`config.mk`:
```
export PLATFORM = sky130hd
export DESIGN_NAME = prog_load_check_flat
export DESIGN_NICKNAME = d
export VERILOG_FILES = /design/src/rtl/prog_load_check_if.sv /design/src/rtl/prog_load_check.sv /design/src/flat_wrapper.sv
export SDC_FILE = /design/constraint.sdc
export NUM_CORES = 1
export LEC_CHECK = 0
export ABC_AREA = 0
export CAP_MARGIN = 0
export CORE_MARGIN = 10
export CORE_UTILIZATION = 40
export CTS_BUF_LIST = sky130_fd_sc_hd__clkbuf_2
export CTS_CLUSTER_DIAMETER = 80
export DETAILED_ROUTE_END_ITERATION = 16
export GPL_TIMING_DRIVEN = 1
export PLACE_DENSITY = 0.85
export SYNTH_ARGS = -nofsm -noshare
export SYNTH_HDL_FRONTEND = slang
export SYNTH_SLANG_ARGS = --single-unit
```
`constraint.sdc`:
```
create_clock -name clk -period 3 [get_ports clk]
set_input_delay 0.3 -clock clk [delete_from_list [all_inputs] [get_ports clk]]
set_output_delay 0.3 -clock clk [all_outputs]
set_load 0.01 [all_outputs]
```
`src/rtl/prog_load_check_if.sv`:
```
// Load stream, imem write port and dmem store monitor for prog_load_check.
// master = host/CPU environment side, slave = the sequencer.
interface prog_load_check_if #(
  parameter int IW  = 32,
  parameter int IAW = 10,
  parameter int DW  = 48,
  parameter int DAW = 10
);
  logic           load_valid;
  logic           load_ready;
  logic [IW-1:0]  load_data;
  logic           load_last;

  logic           imem_we;
  logic [IAW-1:0] imem_addr;
  logic [IW-1:0]  imem_wdata;

  logic           dmem_we;
  logic [DAW-1:0] dmem_addr;
  logic [DW-1:0]  dmem_wdata;

  modport master (
    output load_valid, load_data, load_last,
    output dmem_we, dmem_addr, dmem_wdata,
    input  load_ready,
    input  imem_we, imem_addr, imem_wdata
  );

  modport slave (
    input  load_valid, load_data, load_last,
    input  dmem_we, dmem_addr, dmem_wdata,
    output load_ready,
    output imem_we, imem_addr, imem_wdata
  );
endinterface

```
`src/rtl/prog_load_check.sv`:
```
// Program-load and result-check sequencer: streams a program into imem with
// the CPU held in reset, then runs the CPU and watches dmem for a target store.
module prog_load_check #(
  parameter int             IW        = 32,
  parameter int             IAW       = 10,
  parameter logic [IAW-1:0] BASE_ADDR = 10'h200,
  parameter int             DW        = 48,
  parameter int             DAW       = 10,
  parameter int             CW        = 16,
  parameter int             TIMEOUT   = 1000
) (
  input  logic                clk,
  input  logic                reset,
  input  logic                start,
  input  logic [DAW-1:0]      expect_addr,
  input  logic [DW-1:0]       expect_data,
  prog_load_check_if.slave    bus,
  output logic                cpu_rst,
  output logic                busy,
  output logic                done,
  output logic                pass,
  output logic                timeout,
  output logic [CW-1:0]       cycle_count,
  output logic [IAW-1:0]      load_count
);

  typedef enum logic [1:0] {
    S_IDLE,
    S_LOAD,
    S_RUN,
    S_DONE
  } state_t;

  state_t         state_q,       state_d;
  logic           load_ready_q,  load_ready_d;
  logic           imem_we_q,     imem_we_d;
  logic [IAW-1:0] imem_addr_q,   imem_addr_d;
  logic [IW-1:0]  imem_wdata_q,  imem_wdata_d;
  logic           cpu_rst_q,     cpu_rst_d;
  logic           busy_q,        busy_d;
  logic           done_q,        done_d;
  logic           pass_q,        pass_d;
  logic           timeout_q,     timeout_d;
  logic [CW-1:0]  cycle_count_q, cycle_count_d;
  logic [IAW-1:0] load_count_q,  load_count_d;
  logic [DAW-1:0] exp_addr_q,    exp_addr_d;
  logic [DW-1:0]  exp_data_q,    exp_data_d;

  logic           xfer;
  logic           hit;
  logic [CW-1:0]  run_cnt;

  assign xfer    = bus.load_valid & load_ready_q;
  assign hit     = bus.dmem_we && (bus.dmem_addr == exp_addr_q);
  assign run_cnt = cycle_count_q + CW'(1);

  always_comb begin
    // NOTE: every _d starts from its _q (and imem_we from 0) so no path
    // through the case leaves a signal unassigned and infers a latch.
    state_d       = state_q;
    load_ready_d  = load_ready_q;
    imem_we_d     = 1'b0;
    imem_addr_d   = imem_addr_q;
    imem_wdata_d  = imem_wdata_q;
    cpu_rst_d     = cpu_rst_q;
    busy_d        = busy_q;
    done_d        = done_q;
    pass_d        = pass_q;
    timeout_d     = timeout_q;
    cycle_count_d = cycle_count_q;
    load_count_d  = load_count_q;
    exp_addr_d    = exp_addr_q;
    exp_data_d    = exp_data_q;

    unique case (state_q)
      S_IDLE, S_DONE: begin
        if (start) begin
          state_d       = S_LOAD;
          exp_addr_d    = expect_addr;
          exp_data_d    = expect_data;
          done_d        = 1'b0;
          pass_d        = 1'b0;
          timeout_d     = 1'b0;
          cycle_count_d = '0;
          load_count_d  = '0;
          imem_addr_d   = BASE_ADDR;
          cpu_rst_d     = 1'b1;
          load_ready_d  = 1'b1;
          busy_d        = 1'b1;
        end
      end

      S_LOAD: begin
        if (xfer) begin
          imem_we_d    = 1'b1;
          imem_addr_d  = BASE_ADDR + load_count_q;  // wraps modulo 2^IAW
          imem_wdata_d = bus.load_data;
          load_count_d = load_count_q + IAW'(1);
          if (bus.load_last) begin
            state_d      = S_RUN;
            load_ready_d = 1'b0;
            cpu_rst_d    = 1'b0;
          end
        end
      end

      S_RUN: begin
        cycle_count_d = run_cnt;
        // A matching store wins over a timeout landing on the same cycle.
        if (hit) begin
          state_d   = S_DONE;
          pass_d    = (bus.dmem_wdata == exp_data_q);
          timeout_d = 1'b0;
          done_d    = 1'b1;
          busy_d    = 1'b0;
          cpu_rst_d = 1'b1;
        end else if (run_cnt == CW'(TIMEOUT)) begin
          state_d   = S_DONE;
          pass_d    = 1'b0;
          timeout_d = 1'b1;
          done_d    = 1'b1;
          busy_d    = 1'b0;
          cpu_rst_d = 1'b1;
        end
      end

      default: state_d = S_IDLE;
    endcase
  end

  always_ff @(posedge clk or negedge reset) begin
    if (!reset) begin
      state_q       <= S_IDLE;
      load_ready_q  <= 1'b0;
      imem_we_q     <= 1'b0;
      imem_addr_q   <= BASE_ADDR;
      imem_wdata_q  <= '0;
      cpu_rst_q     <= 1'b1;
      busy_q        <= 1'b0;
      done_q        <= 1'b0;
      pass_q        <= 1'b0;
      timeout_q     <= 1'b0;
      cycle_count_q <= '0;
      load_count_q  <= '0;
      exp_addr_q    <= '0;
      exp_data_q    <= '0;
    end else begin
      // NOTE: non-blocking assignments so every flop samples the pre-edge
      // values, independent of statement order.
      state_q       <= state_d;
      load_ready_q  <= load_ready_d;
      imem_we_q     <= imem_we_d;
      imem_addr_q   <= imem_addr_d;
      imem_wdata_q  <= imem_wdata_d;
      cpu_rst_q     <= cpu_rst_d;
      busy_q        <= busy_d;
      done_q        <= done_d;
      pass_q        <= pass_d;
      timeout_q     <= timeout_d;
      cycle_count_q <= cycle_count_d;
      load_count_q  <= load_count_d;
      exp_addr_q    <= exp_addr_d;
      exp_data_q    <= exp_data_d;
    end
  end

  assign bus.load_ready = load_ready_q;
  assign bus.imem_we    = imem_we_q;
  assign bus.imem_addr  = imem_addr_q;
  assign bus.imem_wdata = imem_wdata_q;
  assign cpu_rst        = cpu_rst_q;
  assign busy           = busy_q;
  assign done           = done_q;
  assign pass           = pass_q;
  assign timeout        = timeout_q;
  assign cycle_count    = cycle_count_q;
  assign load_count     = load_count_q;

endmodule

```
`src/flat_wrapper.sv`:
```
// flat-port wrapper written by rule: the top's interface ports become plain ports
module prog_load_check_flat 
#(
  parameter int             IW        = 32,
  parameter int             IAW       = 10,
  parameter logic [IAW-1:0] BASE_ADDR = 10'h200,
  parameter int             DW        = 48,
  parameter int             DAW       = 10,
  parameter int             CW        = 16,
  parameter int             TIMEOUT   = 1000
)
  (clk, reset, start, expect_addr, expect_data, cpu_rst, busy, done, pass, timeout, cycle_count, load_count, bus_load_valid, bus_load_data, bus_load_last, bus_dmem_we, bus_dmem_addr, bus_dmem_wdata, bus_load_ready, bus_imem_we, bus_imem_addr, bus_imem_wdata);
  prog_load_check_if #(.IW(IW), .IAW(IAW), .DW(DW), .DAW(DAW)) bus_i ();
  input  logic clk;
  input  logic reset;
  input  logic start;
  input  logic [DAW-1:0] expect_addr;
  input  logic [DW-1:0] expect_data;
  output logic cpu_rst;
  output logic busy;
  output logic done;
  output logic pass;
  output logic timeout;
  output logic [CW-1:0] cycle_count;
  output logic [IAW-1:0] load_count;
  input wire logic [$bits(bus_i.load_valid)-1:0] bus_load_valid;
  input wire logic [$bits(bus_i.load_data)-1:0] bus_load_data;
  input wire logic [$bits(bus_i.load_last)-1:0] bus_load_last;
  input wire logic [$bits(bus_i.dmem_we)-1:0] bus_dmem_we;
  input wire logic [$bits(bus_i.dmem_addr)-1:0] bus_dmem_addr;
  input wire logic [$bits(bus_i.dmem_wdata)-1:0] bus_dmem_wdata;
  output wire logic [$bits(bus_i.load_ready)-1:0] bus_load_ready;
  output wire logic [$bits(bus_i.imem_we)-1:0] bus_imem_we;
  output wire logic [$bits(bus_i.imem_addr)-1:0] bus_imem_addr;
  output wire logic [$bits(bus_i.imem_wdata)-1:0] bus_imem_wdata;
  assign bus_i.load_valid = bus_load_valid;
  assign bus_i.load_data = bus_load_data;
  assign bus_i.load_last = bus_load_last;
  assign bus_i.dmem_we = bus_dmem_we;
  assign bus_i.dmem_addr = bus_dmem_addr;
  assign bus_i.dmem_wdata = bus_dmem_wdata;
  assign bus_load_ready = bus_i.load_ready;
  assign bus_imem_we = bus_i.imem_we;
  assign bus_imem_addr = bus_i.imem_addr;
  assign bus_imem_wdata = bus_i.imem_wdata;
  prog_load_check #(.IW(IW), .IAW(IAW), .BASE_ADDR(BASE_ADDR), .DW(DW), .DAW(DAW), .CW(CW), .TIMEOUT(TIMEOUT)) u_core (.clk(clk), .reset(reset), .start(start), .expect_addr(expect_addr), .expect_data(expect_data), .bus(bus_i), .cpu_rst(cpu_rst), .busy(busy), .done(done), .pass(pass), .timeout(timeout), .cycle_count(cycle_count), .load_count(load_count));
endmodule
```
=== Word level (Yosys, flattened, before mapping) ===
Cells that the tools add are included.

* Flip-flop bits (word level): 135
* Input port bits: 154
* Output and inout bits: 75
* Word-level logic and storage cells: 72

* Add/subtract/negate cells: 3
* Equality and inequality tests: 10
* Mux-type cells: 32
* Bitwise operators: 1
* Reductions and logical operators: 12

{| class="wikitable"
|+ Operators by type and width
! operator !! count
|-
| $eq A48 B48 Y1 || 1
|-
| $mux W10 || 4
|-
| $pmux W10 S2 || 2
|-
| $pmux W16 S2 || 1
|-
| $add A16 B1 Y16 const B || 1
|-
| $eq A16 B10 Y1 const B || 1
|-
| $mux W16 || 1
|-
| $mux W1 || 12
|-
| $add A10 B1 Y10 const B || 1
|-
| $add A10 B10 Y10 const A || 1
|-
| $eq A10 B10 Y1 || 1
|-
| $mux W2 || 5
|-
| $pmux W1 S2 || 5
|-
| $reduce_and A4 Y1 || 2
|-
| $pmux W2 S3 || 1
|-
| $reduce_and A2 Y1 || 3
|-
| $reduce_and A3 Y1 || 2
|-
| $eq A2 B2 Y1 const B || 2
|-
| $ne A2 B2 Y1 const B || 2
|-
| $reduce_bool A2 Y1 || 2
|-
| $ne A3 B1 Y1 const B || 1
|-
| $pmux W1 S3 || 1
|-
| $eq A2 B1 Y1 const B || 1
|-
| $logic_not A2 Y1 || 1
|-
| other kinds (4) || 4
|}

=== Longest topological paths before layout ===
Gate-level depths: netlist of the first run.

* Depth after elaboration: 5
* Gate-level depth with buffers: 9
* Gate-level depth less buffers: 8

=== Least setup slack after synthesis of the first run ===
OpenSTA, ideal clock, no wires.

* Path kind: register -> register
* Start: register u_core.cycle_count_q[0] (netlist: u_core.cycle_count[0])
* End: register u_core.busy_q (netlist: u_core.busy)
* Setup time: 0.120 ns
* Arrival: 2.411 ns
* Data required time: 2.880 ns
* Path slack: 0.469 ns
* Stages on the path, launching flop included: 8
* Path buffers: 0
* Clock period less this slack: 2.531 ns
* Cells stage by stage: dfrtp_1 ha_1 nand4_4 a2111oi_0 a311oi_1 or4_4 or2_2 a31o_1

* Longest elaborated chain between the ends: 4

{| class="wikitable"
|+ RTL lines
! what !! RTL line !! RTL
|-
| start: declaration || prog_load_check.sv:44 || <nowiki>logic [CW-1:0] cycle_count_q, cycle_count_d;</nowiki>
|-
| start signal: assignment || prog_load_check.sv:160 || <nowiki>cycle_count_q <= cycle_count_d;</nowiki>
|-
| $add A16 B1 Y16 || prog_load_check.sv:55 || <nowiki>assign run_cnt = cycle_count_q + CW'(1);</nowiki>
|-
| $eq A16 B10 Y1 || prog_load_check.sv:117 || <nowiki>end else if (run_cnt == CW'(TIMEOUT)) begin</nowiki>
|-
| $ne A3 B1 Y1 (no line) || -- ||
|-
| $reduce_and A3 Y1 (no line) || -- ||
|-
| end signal: assignment || prog_load_check.sv:156 || <nowiki>busy_q <= busy_d;</nowiki>
|-
| end: declaration || prog_load_check.sv:40 || <nowiki>logic busy_q, busy_d;</nowiki>
|}

No other way between the ends.
A chain may end at the register's enable or synchronous reset.

=== Final worst setup path of the first run ===
Same ends and word-level chain as after synthesis.

==> flow_summary.json, run 1 <==
{
  "slowest_delay_ps": 530,
  "fp.dieH_um": 147,
  "maxCapViolations": 0,
  "grt_max_degree": 75,
  "fin_skew_ps": 26.5,
  "grt_pass1_wl_mm": 29.6,
  "p_sw_share_pct": 24.9,
  "fin_nets": 931,
  "outcome": "completed",
  "drive_above_1_share_pct": 17.8,
  "grt_usage_pct": 17.3,
  "cts_max_level": 4,
  "cts-root-buf": "clkbuf_2",
  "timing.fmax_mhz": 374,
  "place_hpwl_mm": 14.5,
  "core_um2": 15800,
  "yosysWarnings": 0,
  "vias": 5090,
  "finalHoldViolCount": 0,
  "placementRows": 46,
  "final_cells": 999,
  "synthArstFlopShare_pct": 100,
  "grt_pass1_vias": 5473,
  "crit_required_ps": 3600,
  "die_width_um": 147,
  "clock_latency_ps": 680,
  "path_class": "flip-flop to flip-flop",
  "ys_seq_elements": 135,
  "fin_setup_tns_ps": 0,
  "syn-instance-count": 536,
  "clock_path_buffers": 2,
  "drtPass1Iterations": 4,
  "crit_path_max_fanout": 9,
  "drc_errors": 0,
  "period_share_pct": 89.1,
  "intPower_w": 0.00232,
  "leakage_nw": 4.08,
  "synthFlopType": "dfrtp_1",
  "antennaDiodeCount": 0,
  "setup_viol": 0,
  "layout_commonest_cell": "clkdlybuf4s50_1",
  "mostFrequentLayoutCells": "clkdlybuf4s50_1 (227), dfrtp_1 (133), mux2_2 (91)",
  "synth-edff-count": 0,
  "finalMaxSlewViolations": 0,
  "critical_path_arrival_ps": 3270,
  "area_growth_pct": 42.5,
  "dp_cells": 967,
  "worst_pin_slew_ps": 819,
  "drt_iter0_markers": 244,
  "crit_slowest_cell": "dfrtp_1",
  "layout_min_cycle_time_ps": 2670,
  "pwr-share-comb_pct": 9.4,
  "syn_nets": 696,
  "yosysUniqueCellTypes": 54,
  "postSynthAreaPerCell_um2": 12.0,
  "port_buffers": 228,
  "cts_sinks": 135,
  "gp_congestion": 0.843,
  "power.density_nw_per_um2": 338,
  "cts_made_buffers": 17,
  "vias_per_cell": 5.10,
  "ys_seq_area_share_pct": 52.7,
  "cts_tree": "done",
  "hp-class": "input port to asynchronous set/reset pin",
  "wl_per_cell_um": 18.4,
  "cp-end-kind": "flip-flop",
  "peakVddDrop_v": 0.000218,
  "grt-ovfl-total": 0,
  "seqPwrFrac_pct": 59.0,
  "cp-start-kind": "flip-flop",
  "path_cells": "ha_1 -> nand4_4 -> a2111oi_0 -> a311oi_1 -> or4_4 -> or2_2 -> a31o_1",
  "p_clk_share_pct": 31.7,
  "cts_setup_buffers": 0,
  "start_util_pct": 40.7,
  "finalPower_w": 0.00309,
  "ant_nets": 0,
  "clkTransAtPathRegs_ps": 200,
  "rsz0062_at_grt": "false",
  "crit_family": "simple AND/OR/NAND/NOR gates",
  "power.net_switching_w": 0.000768,
  "synth_area_um2": 6410,
  "relSlewSlack_pct": 45.4,
  "antenna_found_initial": 0,
  "dieArea_um2": 21500,
  "pin_count": 229,
  "routed_wl_mm": 18.4,
  "path_buf_inv": 0
}
-- layout make-up --
| cell class | count | area, µm² |
|---|---|---|
| clock buffer | 19 | 95.1 |
| tap | 216 | 270 |
| timing repair buffer | 236 | 2360 |
| fill | 1361 | 6630 |
| sequential | 135 | 3380 |
| inverter | 10 | 37.5 |
| multi-input combinational | 371 | 2890 |
| clock inverter | 12 | 106 |
-- final timing paths --
| kind | from | end | slack [ps] | depth (start not counted) |
|---|---|---|---|---|
| max | u_core.cycle_count[0] | u_core.busy | 330 | 7 |
| min | reset | u_core.cycle_count[5] | 130 | 2 |
| min in group clk | bus_load_data[29] | u_core.bus.imem_wdata[29] | 210 | 2 |
| max reg2reg | u_core.cycle_count[0] | u_core.busy | 330 | 7 |
| min reg2reg | u_core.load_count[9] | u_core.bus.imem_addr[9] | 500 | 1 |
| max in group asynchronous | reset | u_core.cpu_rst | 2020 | 3 |
-- cells by family (layout without fill, tap and decap cells) --
| kind of cell | after synthesis | after routing | synth area share, % |
|---|---|---|---|
| simple gates | 129 | 129 | 11.1 |
| mux | 92 | 92 | 16.1 |
| buf+inv | 30 | 277 | 2.26 |
| xor+xnor | 64 | 64 | 8.74 |
| compound gates | 80 | 80 | 7.82 |
| flops | 135 | 135 | 52.7 |
| fa+ha+maj | 6 | 6 | 1.17 |
-- state kept, by name, indices dropped and copies added, names as in the netlist, 2 cells and up --
| name | count |
|---|---|
| u_core.bus.imem_addr | 10 |
| u_core.bus.imem_wdata | 32 |
| u_core.load_count | 10 |
| u_core.state_q | 2 |
| u_core.exp_data_q | 48 |
| u_core.exp_addr_q | 10 |
| u_core.cycle_count | 16 |
-- stage by stage --
| step | util (%) | setup slack, ps | hold slack [ps] | area (µm²) |
|---|---|---|---|---|
| 2_1_floorplan | - | 469 | 4.41 | 6410 |
| 3_3_place_gp | 56.6 | 388 | 320 | 8930 |
| 3_5_place_dp | 56.6 | 342 | 326 | 8930 |
| 4_1_cts | 57.9 | 331 | 63.0 | 9140 |
| 5_1_grt | 57.9 | 124 | 52.3 | 9140 |
| 6_report | 57.9 | 327 | 126 | 9140 |
-- synthesized netlist by cell type (9+ instances only) --
| master | n | area (µm²) |
|---|---|---|
| a21oi_1 | 13 | 65.1 |
| a22o_1 | 9 | 78.8 |
| clkbuf_1 | 9 | 33.8 |
| dfrtp_1 | 133 | 3330 |
| inv_1 | 9 | 33.8 |
| mux2_2 | 91 | 1020 |
| nand2_1 | 33 | 124 |
| nand3_1 | 17 | 85.1 |
| nand4_1 | 22 | 138 |
| nor2_1 | 17 | 63.8 |
| nor4_1 | 9 | 56.3 |
| o21ai_0 | 33 | 165 |
| xnor2_1 | 37 | 324 |
| xor2_1 | 27 | 236 |
-- routing by layer --
| metal | vias to the layer above | track usage, % | wire length (µm) | share of wire (%) |
|---|---|---|---|---|
| li1 | 2418 | - | - | - |
| met1 | 2454 | 18.8 | 6960 | 38 |
| met2 | 193 | 28.6 | 9250 | 50 |
| met3 | 25 | 8.34 | 1770 | 9.6 |
| met4 | 0 | 6.41 | 414 | 2.3 |
| met5 | - | 0 | 0 | 0 |
-- power by group through the flow --
stage,Combinational [W],Sequential (W),Clock [W]
after detailed placement,0.000295,0.00185,0
final,0.000289,0.00182,0.000978
after global routing,0.000314,0.00182,0.00113
after CTS,0.000296,0.00182,0.00103
after global placement,0.000289,0.00185,0
after floorplan,0.0000372,0.00185,0
-- what timing repair did --
action | in CTS | in global routing
endpoints found under the setup margin | 0 | 0
resized for setup | 0 | 0
hold endpoints to repair | 61 | 0
hold buffers | 1 | 0
No activity file was read; power rests on OpenSTA's default activity.
==> inputs of run 2 (changes only) <==
--- a/config.mk
+++ b/config.mk
@@ -6,7 +6,6 @@
 export NUM_CORES = 1
 export LEC_CHECK = 0
 export ABC_AREA = 0
-export CAP_MARGIN = 0
 export CORE_MARGIN = 10
 export CORE_UTILIZATION = 40
 export CTS_BUF_LIST = sky130_fd_sc_hd__clkbuf_2
==> results of run 2 <==
The final DEF is identical to that of run 1; final timing and power are the same.
==> inputs of run 3 (changes only) <==
--- a/config.mk
+++ b/config.mk
@@ -7,12 +7,12 @@
 export LEC_CHECK = 0
 export ABC_AREA = 0
 export CORE_MARGIN = 10
-export CORE_UTILIZATION = 40
+export CORE_UTILIZATION = 47
 export CTS_BUF_LIST = sky130_fd_sc_hd__clkbuf_2
 export CTS_CLUSTER_DIAMETER = 80
 export DETAILED_ROUTE_END_ITERATION = 16
 export GPL_TIMING_DRIVEN = 1
-export PLACE_DENSITY = 0.85
+export PLACE_DENSITY = 0.95
 export SYNTH_ARGS = -nofsm -noshare
 export SYNTH_HDL_FRONTEND = slang
 export SYNTH_SLANG_ARGS = --single-unit
==> flow_summary.json, run 3 (same netlist as run 1, synthesis figures left out) <==
{
  "use_met1_pct": 21.9,
  "start_util_pct": 48.2,
  "finalMaxSlewViolations": 0,
  "crit_path_max_fanout": 8,
  "worst_pin_slew_ps": 848,
  "cts_max_level": 4,
  "wl_per_cell_um": 19.7,
  "fin_skew_ps": 13.9,
  "largest-register": "u_core.exp_data_q",
  "largest_reg_flops": 48,
  "antenna_found_initial": 1,
  "setup_slack_ps": 259,
  "vias": 5236,
  "busiest_layer": "met2",
  "clock_path_buffers": 2,
  "p_clk_share_pct": 34.3,
  "maxCapViolations": 0,
  "layout_commonest_cell": "clkdlybuf4s50_1",
  "grt_usage_pct": 20.4,
  "grt-ovfl-total": 0,
  "grt_pass1_wl_mm": 29.9,
  "pwr-share-comb_pct": 9.1,
  "drtPass1Iterations": 4,
  "crit_family": "simple AND/OR/NAND/NOR gates",
  "met3_usage_pct": 7.81,
  "clkTransAtPathRegs_ps": 210,
  "routed_wl_mm": 19.0,
  "path_buf_inv": 0,
  "cts_tree": "done",
  "place_ws_ps": 314,
  "cts_resized": 0,
  "peakVddDrop_v": 0.000410,
  "cts-root-buf": "clkbuf_2",
  "mostFrequentLayoutCells": "clkdlybuf4s50_1 (227), dfrtp_1 (133), mux2_2 (91)",
  "layout_min_cycle_time_ps": 2740,
  "drc_errors": 0,
  "power.density_nw_per_um2": 352,
  "rsz0062_at_grt": "false",
  "dieArea_um2": 18700,
  "path_cells": "ha_1 -> nand4_4 -> a2111oi_0 -> a311oi_1 -> or4_4 -> or2_2 -> a31o_1",
  "drive_above_1_share_pct": 18.1,
  "port_buffers": 228,
  "grtUsageMet2_pct": 35.4,
  "seqPwrFrac_pct": 56.6,
  "core_um2": 13300,
  "clock_latency_ps": 680,
  "period_share_pct": 91.4,
  "timing.fmax_mhz": 365,
  "cts_sinks": 135,
  "intPower_w": 0.00241,
  "ant_nets": 0,
  "drt_iter0_markers": 320,
  "cp-end-kind": "flip-flop",
  "relSlewSlack_pct": 43.0,
  "slowest_delay_ps": 540,
  "fp.dieH_um": 137,
  "fin_nets": 932,
  "grt_pass1_vias": 5682,
  "setup_viol": 0,
  "p_sw_share_pct": 25.2,
  "placementRows": 42,
  "grt_max_degree": 64,
  "path_class": "flip-flop to flip-flop",
  "critical_path_arrival_ps": 3340,
  "outcome": "completed",
  "hp-class": "input port to asynchronous set/reset pin",
  "die_width_um": 137,
  "cts_made_buffers": 17,
  "leakage_nw": 4.11,
  "cp-start-kind": "flip-flop",
  "crit_required_ps": 3600,
  "place_hpwl_mm": 14.6,
  "finalHoldViolCount": 0,
  "power.net_switching_w": 0.000810,
  "fin_setup_tns_ps": 0,
  "pin_count": 229,
  "crit_slowest_cell": "dfrtp_1",
  "vias_per_cell": 5.44,
  "gp_congestion": 0.887,
  "area_growth_pct": 42.5,
  "r2r_slack_ps": 260
}
run 3: repair_timing:
action / in CTS / in global routing
setup buffers: 0 / 0
endpoints found under the hold margin: 110 / 0
hold buffers: 1 / 0
run 3: power groups by stage:
stage	registers (W)	logic [W]	clock network (W)
global route	0.00182	0.000318	0.00121
global placement	0.00185	0.000285	0
finish	0.00182	0.000294	0.00110
CTS	0.00182	0.000298	0.00113
detailed placement	0.00185	0.000295	0
floorplan	0.00185	0.0000372	0
run 3: area by class of cell:
type	count	area, µm²
fillers	959	4160
flip-flops and latches	135	3380
clock buffers	17	85.1
repair buffers	237	2370
diodes	1	2.50
inverters	10	37.5
multi-input cells	371	2890
well taps	176	220
clock inverters	15	155
run 3: path summary, 6_finish.rpt:
path | startpoint | end | cells past startpoint
setup / recovery | u_core.cycle_count[1] | u_core.busy | 7
hold / removal | reset | u_core.exp_data_q[11] | 2
setup reg to reg | u_core.cycle_count[1] | u_core.busy | 7
hold reg to reg | u_core.load_count[9] | u_core.bus.imem_addr[9] | 1
max in group asynchronous | reset | u_core.exp_data_q[43] | 3
min in group clk | bus_load_data[4] | u_core.bus.imem_wdata[4] | 2
run 3: stage by stage:
stage	hold WS, ps	utilization [%]	instance area [µm²]	instances	total power (W)
floorplan	4.41	-	6410	536	0.00189
global placement	324	66.8	8880	928	0.00214
detailed placement	325	66.8	8880	928	0.00215
CTS	64.8	68.7	9130	961	0.00325
global route	94.8	68.7	9140	962	0.00335
finish	127	68.7	9140	962	0.00322
run 3: routing by layer:
layer  part of all wire, %  wire length (µm)  vias to the layer above
met5                     0                 0                        -
met4                   2.4               455                        0
met3                   9.0              1710                       30
met2                    52              9960                      222
met1                    36              6870                     2569
li1                      -                 -                     2415
